$ cat config.mk
export PLATFORM = sky130hd
export DESIGN_NAME = blinky_ctrl
export DESIGN_NICKNAME = d
export VERILOG_FILES = /design/src/rtl/blinky_pkg.sv /design/src/rtl/blinky_ctrl_button_debounce.sv /design/src/rtl/blinky_ctrl.sv
export SDC_FILE = /design/constraint.sdc
export NUM_CORES = 1
export LEC_CHECK = 0
export CAP_MARGIN = 20
export CORE_MARGIN = 1.5
export CORE_UTILIZATION = 60
export CTS_BUF_LIST = sky130_fd_sc_hd__clkbuf_16
export DETAILED_ROUTE_END_ITERATION = 7
export GPL_TIMING_DRIVEN = 0
export PLACE_DENSITY = 0.79
export SKIP_CTS_REPAIR_TIMING = 1
export SLEW_MARGIN = 10
export SYNTH_ARGS = -nofsm -noshare
export SYNTH_HDL_FRONTEND = slang
export SYNTH_SLANG_ARGS = --single-unit
$ cat constraint.sdc
create_clock -name clk -period 4 [get_ports clk]
set_input_delay 1 -clock clk [delete_from_list [all_inputs] [get_ports clk]]
set_output_delay 1 -clock clk [all_outputs]
set_load 0.1 [all_outputs]
$ cat src/rtl/blinky_pkg.sv
// Shared types and constants for the blinky control path and the LED rotator.
package blinky_pkg;
   typedef enum logic [1:0] {IDLE, PRESS_CHK, HELD, REL_CHK} dbnc_state_e;

   localparam logic DIR_LEFT  = 1'b1;
   localparam logic DIR_RIGHT = 1'b0;
endpackage

$ cat src/rtl/blinky_ctrl_button_debounce.sv
// Button synchroniser plus debounce FSM; emits the clean level and a
// one-cycle press pulse aligned with the edge that sets the clean level.
module button_debounce
   import blinky_pkg::*;
#(
   parameter int DEBOUNCE_CYCLES = 1_000_000
) (
   input  logic i_clk,
   input  logic i_rst_n,
   input  logic i_btn,
   output logic o_btn_clean,
   output logic o_press_pulse
);
   localparam int                CNT_W    = $clog2(DEBOUNCE_CYCLES + 1);
   localparam logic [CNT_W-1:0]  CNT_LAST = CNT_W'(DEBOUNCE_CYCLES - 1);
   localparam logic [CNT_W-1:0]  CNT_ONE  = CNT_W'(1);
   localparam bit                SINGLE   = (DEBOUNCE_CYCLES == 1);

   logic             r_sync1, r_sync2;
   dbnc_state_e      r_state, w_state_nxt;
   logic [CNT_W-1:0] r_cnt, w_cnt_nxt;
   logic             r_clean, w_clean_nxt;
   logic             w_press;

   always_ff @(posedge i_clk or negedge i_rst_n) begin
      if (!i_rst_n) begin
         r_sync1 <= 1'b0;
         r_sync2 <= 1'b0;
         r_state <= IDLE;
         r_cnt   <= '0;
         r_clean <= 1'b0;
      end else begin
         r_sync1 <= i_btn;
         r_sync2 <= r_sync1;
         r_state <= w_state_nxt;
         r_cnt   <= w_cnt_nxt;
         r_clean <= w_clean_nxt;
      end
   end

   // A single-sample filter accepts straight from IDLE/HELD, skipping the check states.
   always_comb begin
      w_state_nxt = r_state;
      w_cnt_nxt   = r_cnt;
      w_clean_nxt = r_clean;
      w_press     = 1'b0;
      case (r_state)
         IDLE: if (r_sync2) begin
            if (SINGLE) begin
               w_state_nxt = HELD;
               w_cnt_nxt   = '0;
               w_clean_nxt = 1'b1;
               w_press     = 1'b1;
            end else begin
               w_state_nxt = PRESS_CHK;
               w_cnt_nxt   = CNT_ONE;
            end
         end
         PRESS_CHK: begin
            if (!r_sync2) begin
               w_state_nxt = IDLE;
               w_cnt_nxt   = '0;
            end else if (r_cnt == CNT_LAST) begin
               w_state_nxt = HELD;
               w_cnt_nxt   = '0;
               w_clean_nxt = 1'b1;
               w_press     = 1'b1;
            end else begin
               w_cnt_nxt   = r_cnt + 1'b1;
            end
         end
         HELD: if (!r_sync2) begin
            if (SINGLE) begin
               w_state_nxt = IDLE;
               w_cnt_nxt   = '0;
               w_clean_nxt = 1'b0;
            end else begin
               w_state_nxt = REL_CHK;
               w_cnt_nxt   = CNT_ONE;
            end
         end
         REL_CHK: begin
            if (r_sync2) begin
               w_state_nxt = HELD;
               w_cnt_nxt   = '0;
            end else if (r_cnt == CNT_LAST) begin
               w_state_nxt = IDLE;
               w_cnt_nxt   = '0;
               w_clean_nxt = 1'b0;
            end else begin
               w_cnt_nxt   = r_cnt + 1'b1;
            end
         end
         default: begin
            w_state_nxt = IDLE;
            w_cnt_nxt   = '0;
         end
      endcase
   end

   assign o_btn_clean   = r_clean;
   assign o_press_pulse = w_press;
endmodule

$ cat src/rtl/blinky_ctrl.sv
// Direction toggle and step prescaler feeding the LED rotator.
// Optional BLINKY_SPEED_SEL_EN adds the 2-bit speed input dividing the step period.
module blinky_ctrl
   import blinky_pkg::*;
#(
   parameter int CLK_HZ          = 100_000_000,
   parameter int STEP_HZ         = 4,
   parameter int DEBOUNCE_CYCLES = 1_000_000
) (
   input  logic       clk,
   input  logic       reset_n,
   input  logic       btn_dir,
   input  logic       run,
`ifdef BLINKY_SPEED_SEL_EN
   input  logic [1:0] speed,
`endif
   output logic       direction,
   output logic       step,
   output logic       btn_clean
);
   localparam int TICK_DIV = CLK_HZ / STEP_HZ;
   localparam int PW       = $clog2(TICK_DIV);

   logic          w_press;
   logic [PW-1:0] w_last;
   logic [PW-1:0] r_cnt;
   logic          r_dir, r_step;

   button_debounce #(.DEBOUNCE_CYCLES(DEBOUNCE_CYCLES)) u_dbnc (
      .i_clk         (clk),
      .i_rst_n       (reset_n),
      .i_btn         (btn_dir),
      .o_btn_clean   (btn_clean),
      .o_press_pulse (w_press)
   );

`ifdef BLINKY_SPEED_SEL_EN
   logic [31:0] w_term;
   always_comb begin
      w_term = 32'(TICK_DIV) >> speed;
      if (w_term < 32'd2) w_term = 32'd2;
      w_last = PW'(w_term - 32'd1);
   end
`else
   assign w_last = PW'(TICK_DIV - 1);
`endif

   // '>=' lets a speed change that shrinks the period below the count wrap next cycle.
   always_ff @(posedge clk or negedge reset_n) begin
      if (!reset_n) begin
         r_dir  <= DIR_LEFT;
         r_step <= 1'b0;
         r_cnt  <= '0;
      end else begin
         if (w_press) r_dir <= ~r_dir;
         if (run) begin
            if (r_cnt >= w_last) begin
               r_cnt  <= '0;
               r_step <= 1'b1;
            end else begin
               r_cnt  <= r_cnt + 1'b1;
               r_step <= 1'b0;
            end
         end else begin
            r_step <= 1'b0;
         end
      end
   end

   assign direction = r_dir;
   assign step      = r_step;
endmodule
**Word level (Yosys, flattened, before mapping)**

Index checks and enable logic that the tools add are counted.

- Add/sub/neg operators: 2
- Order comparisons: 1
- Eq/ne operators: 12
- Multiplexer cells: 24
- Bitwise gates (word level): 1
- Reduce and logical (&&, ||, !) cells: 5

Operators with widths:

| operator | number |
|---|---|
| 20-bit two-way mux | 5 |
| 20-bit case mux with 4 select lines | 1 |
| 25-bit by 1-bit adder with 25-bit output, second input constant | 1 |
| 25-bit >= comparator, second input constant | 1 |
| 25-bit two-way mux | 1 |
| 20-bit by 1-bit adder with 20-bit output, second input constant | 1 |
| 20-bit equality test, second input constant | 1 |
| 2-bit two-way mux | 6 |
| 1-bit two-way mux | 9 |
| 2-bit by 1-bit != test with 1-bit output, second input constant | 4 |
| 2-bit case mux with 4 select lines | 1 |
| 5-bit AND reduction | 1 |
| 2-bit equality test, second input constant | 2 |
| 2-bit != test, second input constant | 2 |
| 4-bit AND reduction | 1 |
| 3-bit by 1-bit != test with 1-bit output, second input constant | 1 |
| 3-bit != test, second input constant | 1 |
| 2-bit by 1-bit equality test with 1-bit output, second input constant | 1 |
| 2-bit logical NOT | 1 |
| 1-bit case mux with 2 select lines | 1 |
| 2-bit AND reduction | 1 |
| 2-bit nonzero test | 1 |
| 1-bit inverter | 1 |

- Bits in registers: 52
- Input port bits: 4
- Output and inout port bits: 3

**Logic depth before layout (Yosys ltp)**

- Depth in word-level cells: 4
- Gate-level depth with buffers: 7
- Depth with buffers taken out: 6

**Cells and area by module**

Synthesis repeated with hierarchy kept, for this count alone.

- Cell total of the unflattened synthesis: 293
- Area total of the unflattened synthesis: 2810.2 sq um

Modules (own cells, without submodules):

| module | instances | cells each | area each (sq um) | sequential area each (sq um) |
|---|---|---|---|---|
| blinky_ctrl | 1 | 147 | 1412.6 | 676.9 |
| button_debounce | 1 | 146 | 1397.6 | 625.6 |

**Worst setup path before layout**

Ideal clock, no wire load.

- Kind: input to register
- Start: in run
- End: reg r_cnt[18]
- Library setup time: 118 ps
- Arrival: 1987 ps
- Data required time: 3882 ps
- Setup slack: 1894 ps
- Stages: 6
- Buffers on the path: 1
- Cell sequence: buf_2 nand4_1 nor3_1 nand4_1 xor2_1 nor2_1

RTL lines:

| what | line | RTL |
|---|---|---|
| from (decl) | blinky_ctrl.sv:13 | `input logic run,` |
| to (signal assigned) | blinky_ctrl.sv:61 | `r_cnt <= r_cnt + 1'b1;` |
| to (decl) | blinky_ctrl.sv:26 | `logic [PW-1:0] r_cnt;` |

**Final worst setup path**

- Start: reg r_dir (netlist: direction)
- End: out direction

RTL lines:

| what | line | RTL |
|---|---|---|
| from (decl) | blinky_ctrl.sv:27 | `logic r_dir, r_step;` |
| from (signal assigned) | blinky_ctrl.sv:55 | `if (w_press) r_dir <= ~r_dir;` |
| to (decl) | blinky_ctrl.sv:17 | `output logic direction,` |

No word-level cell between the ends.

==> qor.csv <==
metric;value;unit
ys_seq_area_share;47.1;%
critPathTopFamily;buffers and inverters;
cts_tree;done;
slew_violations;0;
synth_cell_types;50;
setup_violations;0;
cts_buffers;5;
viasPerCell;6.25;
htreeDepth;2;
drc_errors;0;
grt_usage;24.0;%
worstMarginPinSlew;0.964;ns
syn-num-nets;292;
grtUsageMet2;38.8;%
dieArea;5030;um^2
rsz0062_at_grt;false;
whs;0.368;ns
grt_busiest_layer;met2;
clock_skew;0.00636;ns
firstDrtPassIters;4;
p_per_area;396;nW/um^2
nets;306;
clk_latency;0.28;ns
syn_inst;286;
clock-sinks;52;
hold_class;flop to flop;
met3_usage;4.56;%
slowest_delay;1.13;ns
met1_usage;32.0;%
startpoint;direction$_DFFE_PN1P_;
peakVddDrop;0.375;mV
initial_utilization;63.1;%
power.leakage;0.00127;uW
grt_max_degree;37;
fp.dieW;70.9;um
max_freq;0.338;GHz
coreArea;4380;um^2
ys_dominant_reg_cell;dfrtp_1;
grt_overflow;0;
yosysWarnings;0;
antenna_found_initial;0;
fin_crit_sh;73.9;%
fillers;340;
root_buffer;clkbuf_16;
fin_crit;2.96;ns
ys_seq_elements;52;
clk_pin_slew;0.07;ns
setup_slack;1.04;ns
placementRows;24;
cts_buffer_depth;2;
instances_no_fill;353;
grt_pass1_wl;9.60;mm
synth.area.top_cells;dfrtp_1 (46%), nor2_1 (5.2%), nand3_1 (4.5%);
synth_area;2770;um^2
status;finished, final reports clean;
ios;7;
hold_violations;0;
setup-tns-final;0;ns
crit_type;flop to output port;
die_h;70.9;um
synth_edf_count;0;
slew_headroom;35.6;%
gp_congestion;0.828;
cp_slowest_cell;clkdlybuf4s50_1;
layout_common_cells;dfrtp_1 (51), nor2_1 (38), nand3_1 (25), nand2_1 (23), xnor2_1 (12);
crit_required;3.00;ns
synthArstFlopShare;100;%
path_cells;clkdlybuf4s50_1;
cp.arrival;1.96;ns
drive_gt1_share;10.6;%
port_buffers;6;
worstHoldStart;u_dbnc.r_sync1$_DFF_PN0_;
vias;2205;
grt_pass1_vias;2119;
detail_route.wl_per_cell;15.8;um
antenna_left;0;
reg2reg_from;u_dbnc.r_cnt[0]$_DFFE_PN0P_;
max-cap-violations;0;
dp.cells;345;
cp_max_fo;2;
wirelength;5.59;mm
worstSetupEndpointType;output port;
hpwl;3.89;mm
antenna_cells;0;
syn2layout_area_growth;11.0;%
layout_commonest_cell;dfrtp_1;
crit_path_start_kind;flop;
synthDominantCellAreaShare;46.1;%
synth.largest_area_cell;dfrtp_1;
drtIter0Drc;219;
dp_slack;1.07;ns
avgSynthCellArea;9.68;um^2
crit_buf_inv;1;
logic make-up (layout without fill, tap and decap cells):
logic type	count (synthesis)	count (layout)	share of synthesized area [%]
compound gates	55	55	14.1
buf+inv	16	31	3.16
flops	52	52	47.1
fa+ha+maj	2	2	0.904
xor+xnor	23	23	7.28
simple gates	134	134	26.0
mux	4	4	1.49
flip-flops by register name, indices dropped and copies added, names as in the netlist, named ones only:
signal and flops:
r_cnt 25, u_dbnc.r_cnt 20, step 1, u_dbnc.o_btn_clean 1, u_dbnc.r_sync1 1, direction 1
u_dbnc.r_sync2 1, u_dbnc.r_state 1
power breakdown:
part | internal [uW] | switching (uW)
logic | 55.5 | 75.6
clock network | 292 | 177
registers | 565 | 50.3
total | 912 | 303
cell type report:
type / instances / area (um^2) / share of cell area, %
sequential: 52 / 1300 / 42.4
buffer: 8 / 57.6 / 1.87
timing repair buffer: 7 / 75.1 / 2.44
clock buffer: 5 / 125 / 4.07
clock inverter: 3 / 38.8 / 1.26
multi-input combinational: 218 / 1380 / 44.8
tap: 52 / 65.1 / 2.12
inverter: 8 / 30.0 / 0.978
worst paths after layout:
check / depth (start not counted) / slack [ns] / to
worst max register to register: 7 / 1.77 / u_dbnc.r_cnt[11]$_DFFE_PN0P_
worst min register to register: 0 / 0.37 / u_dbnc.r_sync2$_DFF_PN0_
worst max-delay path: 1 / 1.04 / direction
min in group asynchronous: 1 / 0.63 / r_cnt[1]$_DFFE_PN0P_
max in group asynchronous: 2 / 2.79 / direction$_DFFE_PN1P_
worst min-delay path: 0 / 0.37 / u_dbnc.r_sync2$_DFF_PN0_
metrics by stage:
stage	util, %	cell area, um^2	total power, uW
after floorplan	-	2770	709
after global placement	66.0	2890	746
after detailed placement	66.3	2910	755
after CTS	70.1	3070	1230
after global routing	70.1	3070	1270
final	70.1	3070	1210
cell usage after synthesis, types with 3 or more instances:
cell      count
nand2_1      23
buf_2         4
nor4_1        4
nand4_1      10
inv_1         8
xor2_1       11
and3_1        3
xnor2_1      12
nor3_1        6
o21ai_1       4
o211ai_1      3
dfrtp_1      51
a31oi_1      10
nor2_1       38
nand2b_1      4
a21oi_1      10
buf_6         3
a22o_1        5
nand3_1      25
a41oi_1       3
mux2i_1       3
o21ai_0      10
layer usage:
metal,vias up,wire length [um]
li1,1064,-
met1,1075,2510
met2,49,2730
met3,17,190
met4,0,160
met5,-,0
(Power assumes the default switching activity.)
